**config.mk**
```make
export PLATFORM = sky130hd
export DESIGN_NAME = flash_op_sequencer
export DESIGN_NICKNAME = d
export VERILOG_FILES = /design/src/rtl/flash_op_sequencer.sv
export SDC_FILE = /design/constraint.sdc
export NUM_CORES = 1
export LEC_CHECK = 0
export CAP_MARGIN = 20
export CORE_MARGIN = 2
export CORE_UTILIZATION = 52
export CTS_BUF_LIST = sky130_fd_sc_hd__clkbuf_16
export CTS_CLUSTER_SIZE = 40
export DETAILED_ROUTE_END_ITERATION = 10
export PLACE_DENSITY = 0.92
export SYNTH_ARGS = -nofsm -noshare
export SYNTH_HDL_FRONTEND = slang
export SYNTH_SLANG_ARGS = --single-unit
```
**constraint.sdc**
```tcl
create_clock -name Clock -period 5 [get_ports Clock]
set_clock_uncertainty 0.05 [all_clocks]
set_input_delay 1 -clock Clock [delete_from_list [all_inputs] [get_ports Clock]]
set_output_delay 1 -clock Clock [all_outputs]
set_load 0.02 [all_outputs]
```
**src/rtl/flash_op_sequencer.sv**
```systemverilog
// Flash write/erase sequencer: takes unlocked commands from the register file,
// streams 32-bit words out of the 16-bit staging RAM into the user flash and
// tracks the flash controller busy/fail handshake.
//
//   state      | meaning
//   -----------+------------------------------------------------------------
//   IDLE       | waiting for an unlocked write or erase command
//   ACCEPT     | ack pulse, clear error, check range and command validity
//   ER_REQ     | wait for flash idle, then issue one-cycle erase strobe
//   ER_WAIT_HI | wait for flash busy to rise
//   ER_WAIT_LO | wait for flash busy to fall, then sample fail
//   RD_LO      | present staging address of low half-word
//   RD_HI      | capture low half, present address of high half-word
//   WR_REQ     | write strobe held until the flash stops stalling
//   WR_WAIT_HI | wait for flash busy to rise
//   WR_WAIT_LO | wait for flash busy to fall, then sample fail
//   NEXT       | advance word index or finish
//   FAIL       | set sticky error, return to IDLE
module flash_op_sequencer #(
  parameter logic [17:0] FLASH_WORDS    = 18'd65536,
  parameter logic [23:0] TIMEOUT_CYCLES = 24'd10000000
) (
  input  logic        Clock,
  input  logic        Reset,
  input  logic [17:0] FlashOpAddr,
  input  logic [5:0]  FlashOpLen,
  input  logic        FlashOpUnlock,
  input  logic        FlashOpWr,
  input  logic        FlashOpEr,
  output logic        FlashCmdAck,
  output logic        FlashBusy,
  output logic        FlashError,
  output logic [6:0]  BufRdAddress,
  input  logic [15:0] BufRdData,
  output logic [17:0] FlashDataAddr,
  output logic [31:0] FlashDataWrData,
  output logic        FlashDataWrite,
  input  logic        FlashDataWaitReq,
  output logic [17:0] FlashEraseAddr,
  output logic        FlashErase,
  input  logic        FlashCtlBusy,
  input  logic        FlashCtlFail
);

  typedef enum logic [3:0] {
    S_IDLE, S_ACCEPT, S_ER_REQ, S_ER_WAIT_HI, S_ER_WAIT_LO, S_RD_LO,
    S_RD_HI, S_WR_REQ, S_WR_WAIT_HI, S_WR_WAIT_LO, S_NEXT, S_FAIL
  } state_t;

  state_t      state_q, state_d;
  logic [17:0] addr_q, addr_d;
  logic [5:0]  len_q, len_d;
  logic        cmd_wr_q, cmd_wr_d;
  logic        cmd_er_q, cmd_er_d;
  logic [5:0]  idx_q, idx_d;
  logic [15:0] lo_q, lo_d;
  logic [15:0] hi_q, hi_d;
  logic [23:0] tmo_q, tmo_d;
  logic        ack_q, ack_d;
  logic        busy_q, busy_d;
  logic        err_q, err_d;
  logic [6:0]  rd_addr_q, rd_addr_d;
  logic [17:0] data_addr_q, data_addr_d;
  logic        wr_q, wr_d;
  logic        erase_q, erase_d;

  logic [18:0] wr_end;
  logic        in_wait;

  assign wr_end  = {1'b0, addr_q} + {13'b0, len_q};
  assign in_wait = (state_q == S_ER_REQ)     || (state_q == S_ER_WAIT_HI) ||
                   (state_q == S_ER_WAIT_LO) || (state_q == S_WR_REQ)     ||
                   (state_q == S_WR_WAIT_HI) || (state_q == S_WR_WAIT_LO);

  // Next-state, datapath and registered-output decode.
  always_comb begin
    state_d     = state_q;
    addr_d      = addr_q;
    len_d       = len_q;
    cmd_wr_d    = cmd_wr_q;
    cmd_er_d    = cmd_er_q;
    idx_d       = idx_q;
    lo_d        = lo_q;
    hi_d        = hi_q;
    tmo_d       = tmo_q;
    err_d       = err_q;
    rd_addr_d   = rd_addr_q;
    data_addr_d = data_addr_q;
    busy_d      = (state_q != S_IDLE);

    case (state_q)
      S_IDLE: begin
        if (FlashOpUnlock && (FlashOpWr || FlashOpEr)) begin
          state_d  = S_ACCEPT;
          addr_d   = FlashOpAddr;
          len_d    = FlashOpLen;
          cmd_wr_d = FlashOpWr;
          cmd_er_d = FlashOpEr;
        end
      end
      S_ACCEPT: begin
        idx_d = '0;
        if (cmd_wr_q && cmd_er_q)                  state_d = S_FAIL;
        else if (cmd_wr_q) begin
          if (len_q == 6'd0)                       state_d = S_IDLE;
          else if (wr_end > {1'b0, FLASH_WORDS})   state_d = S_FAIL;
          else                                     state_d = S_RD_LO;
        end else if (addr_q >= FLASH_WORDS)        state_d = S_FAIL;
        else                                       state_d = S_ER_REQ;
      end
      S_ER_REQ:     if (!FlashCtlBusy) state_d = S_ER_WAIT_HI;
      S_ER_WAIT_HI: if (FlashCtlBusy)  state_d = S_ER_WAIT_LO;
      S_ER_WAIT_LO: if (!FlashCtlBusy) state_d = FlashCtlFail ? S_FAIL : S_IDLE;
      S_RD_LO:      state_d = S_RD_HI;
      S_RD_HI: begin
        lo_d    = BufRdData;
        state_d = S_WR_REQ;
      end
      S_WR_REQ: begin
        hi_d = BufRdData;
        if (!FlashDataWaitReq) state_d = S_WR_WAIT_HI;
      end
      S_WR_WAIT_HI: if (FlashCtlBusy)  state_d = S_WR_WAIT_LO;
      S_WR_WAIT_LO: if (!FlashCtlBusy) state_d = FlashCtlFail ? S_FAIL : S_NEXT;
      S_NEXT: begin
        if (idx_q == len_q - 6'd1) state_d = S_IDLE;
        else begin
          idx_d   = idx_q + 6'd1;
          state_d = S_RD_LO;
        end
      end
      S_FAIL:  state_d = S_IDLE;
      default: state_d = S_IDLE;
    endcase

    // A stuck handshake aborts; strobes fall because they decode state_d.
    if (in_wait && (tmo_q >= TIMEOUT_CYCLES - 24'd1)) state_d = S_FAIL;

    if (state_d != state_q) tmo_d = '0;
    else if (in_wait)       tmo_d = tmo_q + 24'd1;

    if (state_d == S_ACCEPT)    err_d = 1'b0;
    else if (state_d == S_FAIL) err_d = 1'b1;

    if (state_d == S_RD_LO) rd_addr_d = {idx_d, 1'b0};
    if (state_d == S_RD_HI) rd_addr_d = {idx_q, 1'b1};
    if ((state_q == S_RD_HI) && (state_d == S_WR_REQ))
      data_addr_d = addr_q + {12'b0, idx_q};

    ack_d   = (state_d == S_ACCEPT);
    wr_d    = (state_d == S_WR_REQ);
    erase_d = (state_q == S_ER_REQ) && (state_d == S_ER_WAIT_HI);
  end

  // State and output registers with synchronous reset.
  always_ff @(posedge Clock) begin
    if (Reset) begin
      state_q     <= S_IDLE;
      addr_q      <= '0;
      len_q       <= '0;
      cmd_wr_q    <= 1'b0;
      cmd_er_q    <= 1'b0;
      idx_q       <= '0;
      lo_q        <= '0;
      hi_q        <= '0;
      tmo_q       <= '0;
      ack_q       <= 1'b0;
      busy_q      <= 1'b0;
      err_q       <= 1'b0;
      rd_addr_q   <= '0;
      data_addr_q <= '0;
      wr_q        <= 1'b0;
      erase_q     <= 1'b0;
    end else begin
      state_q     <= state_d;
      addr_q      <= addr_d;
      len_q       <= len_d;
      cmd_wr_q    <= cmd_wr_d;
      cmd_er_q    <= cmd_er_d;
      idx_q       <= idx_d;
      lo_q        <= lo_d;
      hi_q        <= hi_d;
      tmo_q       <= tmo_d;
      ack_q       <= ack_d;
      busy_q      <= busy_d;
      err_q       <= err_d;
      rd_addr_q   <= rd_addr_d;
      data_addr_q <= data_addr_d;
      wr_q        <= wr_d;
      erase_q     <= erase_d;
    end
  end

  assign FlashCmdAck    = ack_q;
  assign FlashBusy      = busy_q;
  assign FlashError     = err_q;
  assign BufRdAddress   = rd_addr_q;
  assign FlashDataAddr  = data_addr_q;
  assign FlashDataWrite = wr_q;
  assign FlashEraseAddr = addr_q;
  assign FlashErase     = erase_q;
  // The high half arrives from the RAM during WR_REQ itself; its address is
  // held there, so the RAM output stays stable for the whole stall.
  assign FlashDataWrData = (state_q == S_WR_REQ) ? {BufRdData, lo_q} : {hi_q, lo_q};

endmodule

```
==> impl_metrics.yaml <==
sta:
  rsz0062_at_grt: "false"
  worst_pin_slew_ps: 1110
  final.period_utilization_pct: 85.6
  drv_slew: 0
  setup_tns_ps: 0
  hold_viol: 0
  setup_viol: 0
  slew_headroom_pct: 25.8
  fmax_ghz: 0.234
  fin_hold_ws_ps: 398
  period_needed_ps: 4280
logic_synthesis:
  synthesis.area_um2: 6370
  synth_cell_types: 79
  syn_nets: 827
  syn_area_per_cell_um2: 8.36
  synth_ff_type: "dfxtp_1"
  synthCells: 762
  seq_area_frac_synth_pct: 38.3
  synth-edff-count: 0
  ys_ff_latch: 122
  yosysWarningCount: 0
  synth-async-reset-ratio_pct: 0
run:
  cap_viol_max_count: 0
clocking:
  path_clk_slew_ps: 50
  cts_buffer_depth: 2
  cts_resized: 0
  htree_levels: 4
  cts_hold_buf: 0
  cts-root-buf: "clkbuf_16"
  insertion_delay_ps: 420
  cts_tree: "yes"
  cts-buffers-inserted: 17
  postCtsSetupRepairBufs: 0
  cts.sinks: 122
setup_path:
  crit_required_ps: 3950
  slowest_delay_ps: 690
  cp-start-kind: "register"
  r2r_cells: 12
  reg2reg_to: "tmo_q[8]"
  arrival_ps: 3230
  rrSetupSlack_ps: 1070
  worstPathMaxFanout: 20
  worst-setup-path-type: "reg -> out"
  crit_slowest_cell: "dfxtp_1"
  crit_chain: "nor2b_1, nand3_1, mux2_2, clkdlybuf4s50_1"
  worstSetupEndpointType: "output pin"
  r2r_start: "len_q[0]"
detailed_routing:
  drt_iter0_markers: 445
  num_vias: 5790
  post_drt_via_cell_ratio: 5.64
  postRouteAntennaNets: 0
  wirelength_um: 15800
  wl_per_cell_um: 15.4
  first_pass_iters: 4
  drc: 0
pwr:
  combPwrFrac_pct: 25.8
  p_switching_w: 0.000986
  swShare_pct: 32.3
  p_int_w: 0.00207
  p_leak_nw: 2.90
  ir_worst_vdd_v: 0.000276
  clockPowerShare_pct: 36.7
  seqPwrFrac_pct: 37.5
  power_density_nw_per_um2: 373
place:
  port-buffer-count: 127
  routabilityCongestion: 0.917
  dp_hpwl_um: 11100
final_layout:
  fillCellCount: 950
  multi_input_area_um2: 3670
  diodes: 0
  area_delta_synth_final_pct: 28.6
  num-nets-final: 932
  final_cell_mix: "nand2_1, clkdlybuf4s50_1, dfxtp_1"
  seq_area_um2: 2440
  drive_gt1_share_pct: 10.1
floorplan:
  die_h_um: 115
  core-area_um2: 12000
  start_util_pct: 53.3
  die_area_um2: 13200
  io-pin-count: 128
  die_w_um: 115
  rows: 40
global_route:
  grt_overflow_total: 0
  antenna_found_initial: 0
  grt_usage_pct: 24.6
  grt_pass1_wl_um: 25700
  grt_pass1_vias: 5396
  grt_max_degree: 58
hold_path:
  hold_path.startpoint: "FlashDataAddr[2]"
  hold-path-endpoint: "FlashDataAddr[2]"
  hold_path_depth: 2
  worstHoldPathType: "reg -> reg"
run_status:
  status: "finished clean"
## cell usage after synthesis, drive strengths merged, types with 16 or more instances
library cell	n	share of area [%]
clkbuf	31	1.8
nor2b	19	1.9
nor2	81	5.6
xnor2	31	4.3
inv	19	1.1
a21oi	66	5.2
o21ai	16	1.3
dfxtp	122	38
nand2	126	7.4
xor2	21	3.0
mux2	19	3.4
nand3	19	1.5
## metal layers
metal | up-vias | global-route usage (%) | wire [µm]
met5 | - | 0 | 0
met4 | 0 | 10.9 | 310
met3 | 34 | 5.77 | 636
met2 | 165 | 41.7 | 8130
met1 | 2715 | 29.8 | 6770
li1 | 2876 | - | -
## power groups by stage
stage	Sequential, W	Clock [W]	Combinational (W)
floorplan	0.00113	0	0.000598
global placement	0.00116	0	0.000767
detailed placement	0.00116	0	0.000780
CTS	0.00114	0.00114	0.000787
global route	0.00116	0.00118	0.000861
finish	0.00115	0.00112	0.000788
## worst max path at each step
stage / cells after the start / startpoint / slack (ps) / endpoint
global placement: 8 / FlashOpEr / 1040 / tmo_q[19]
finish: 4 / state_q[2] / 720 / FlashDataWrData[18]
detailed placement: 8 / FlashOpEr / 940 / tmo_q[8]
floorplan: 12 / FlashEraseAddr[0] / 1440 / BufRdAddress[4]
CTS: 4 / state_q[2] / 720 / FlashDataWrData[18]
global route: 4 / state_q[2] / 490 / FlashDataWrData[18]
## metrics by stage
step                      setup WS [ps]  std cells  power [W]  util (%)  cell area [µm²]
after global routing                490       1026    0.00320      68.5             8190
after CTS                           720       1026    0.00307      68.5             8190
final                               721       1026    0.00306      68.5             8190
after global placement             1040        995    0.00192      64.0             7650
after floorplan                    1440        762    0.00173         -             6370
after detailed placement            937        995    0.00194      64.0             7650
## cell families (layout without fill, tap and decap cells)
logic type | after synthesis | after routing | synth area share, %
flops | 122 | 122 | 38.3
compound gates | 162 | 162 | 17.9
fa+ha+maj | 17 | 17 | 3.57
buf+inv | 63 | 180 | 4.18
mux | 22 | 22 | 3.89
xor+xnor | 52 | 52 | 7.27
simple gates | 324 | 324 | 24.8
## cell type report
| type | instances | share of cell area [%] |
|---|---|---|
| multi-input cells | 577 | 44.8 |
| flip-flops and latches | 122 | 29.8 |
| repair buffers | 129 | 15.6 |
| clock buffers | 17 | 5.19 |
| well taps | 147 | 2.25 |
| clock inverters | 14 | 1.39 |
| inverters | 20 | 0.917 |
## state kept, by name (all words and copies together) (netlist names)
register,count
hi_q,16
lo_q,16
FlashEraseAddr,18
FlashDataWrite,1
FlashDataAddr,18
BufRdAddress,7
FlashCmdAck,1
state_q,4
idx_q,6
tmo_q,24
len_q,6
cmd_er_q,1
FlashError,1
FlashBusy,1
FlashErase,1
cmd_wr_q,1
## worst max-delay path, delay by kind of cell (launching register included)
| kind | cells | cell delay [ps] |
|---|---|---|
| multiplexers | 1 | 570 |
| flip-flops | 1 | 690 |
| AND/OR/NAND/NOR | 2 | 1000 |
| buffers and inverters | 1 | 540 |
(Power assumes the default switching activity.)
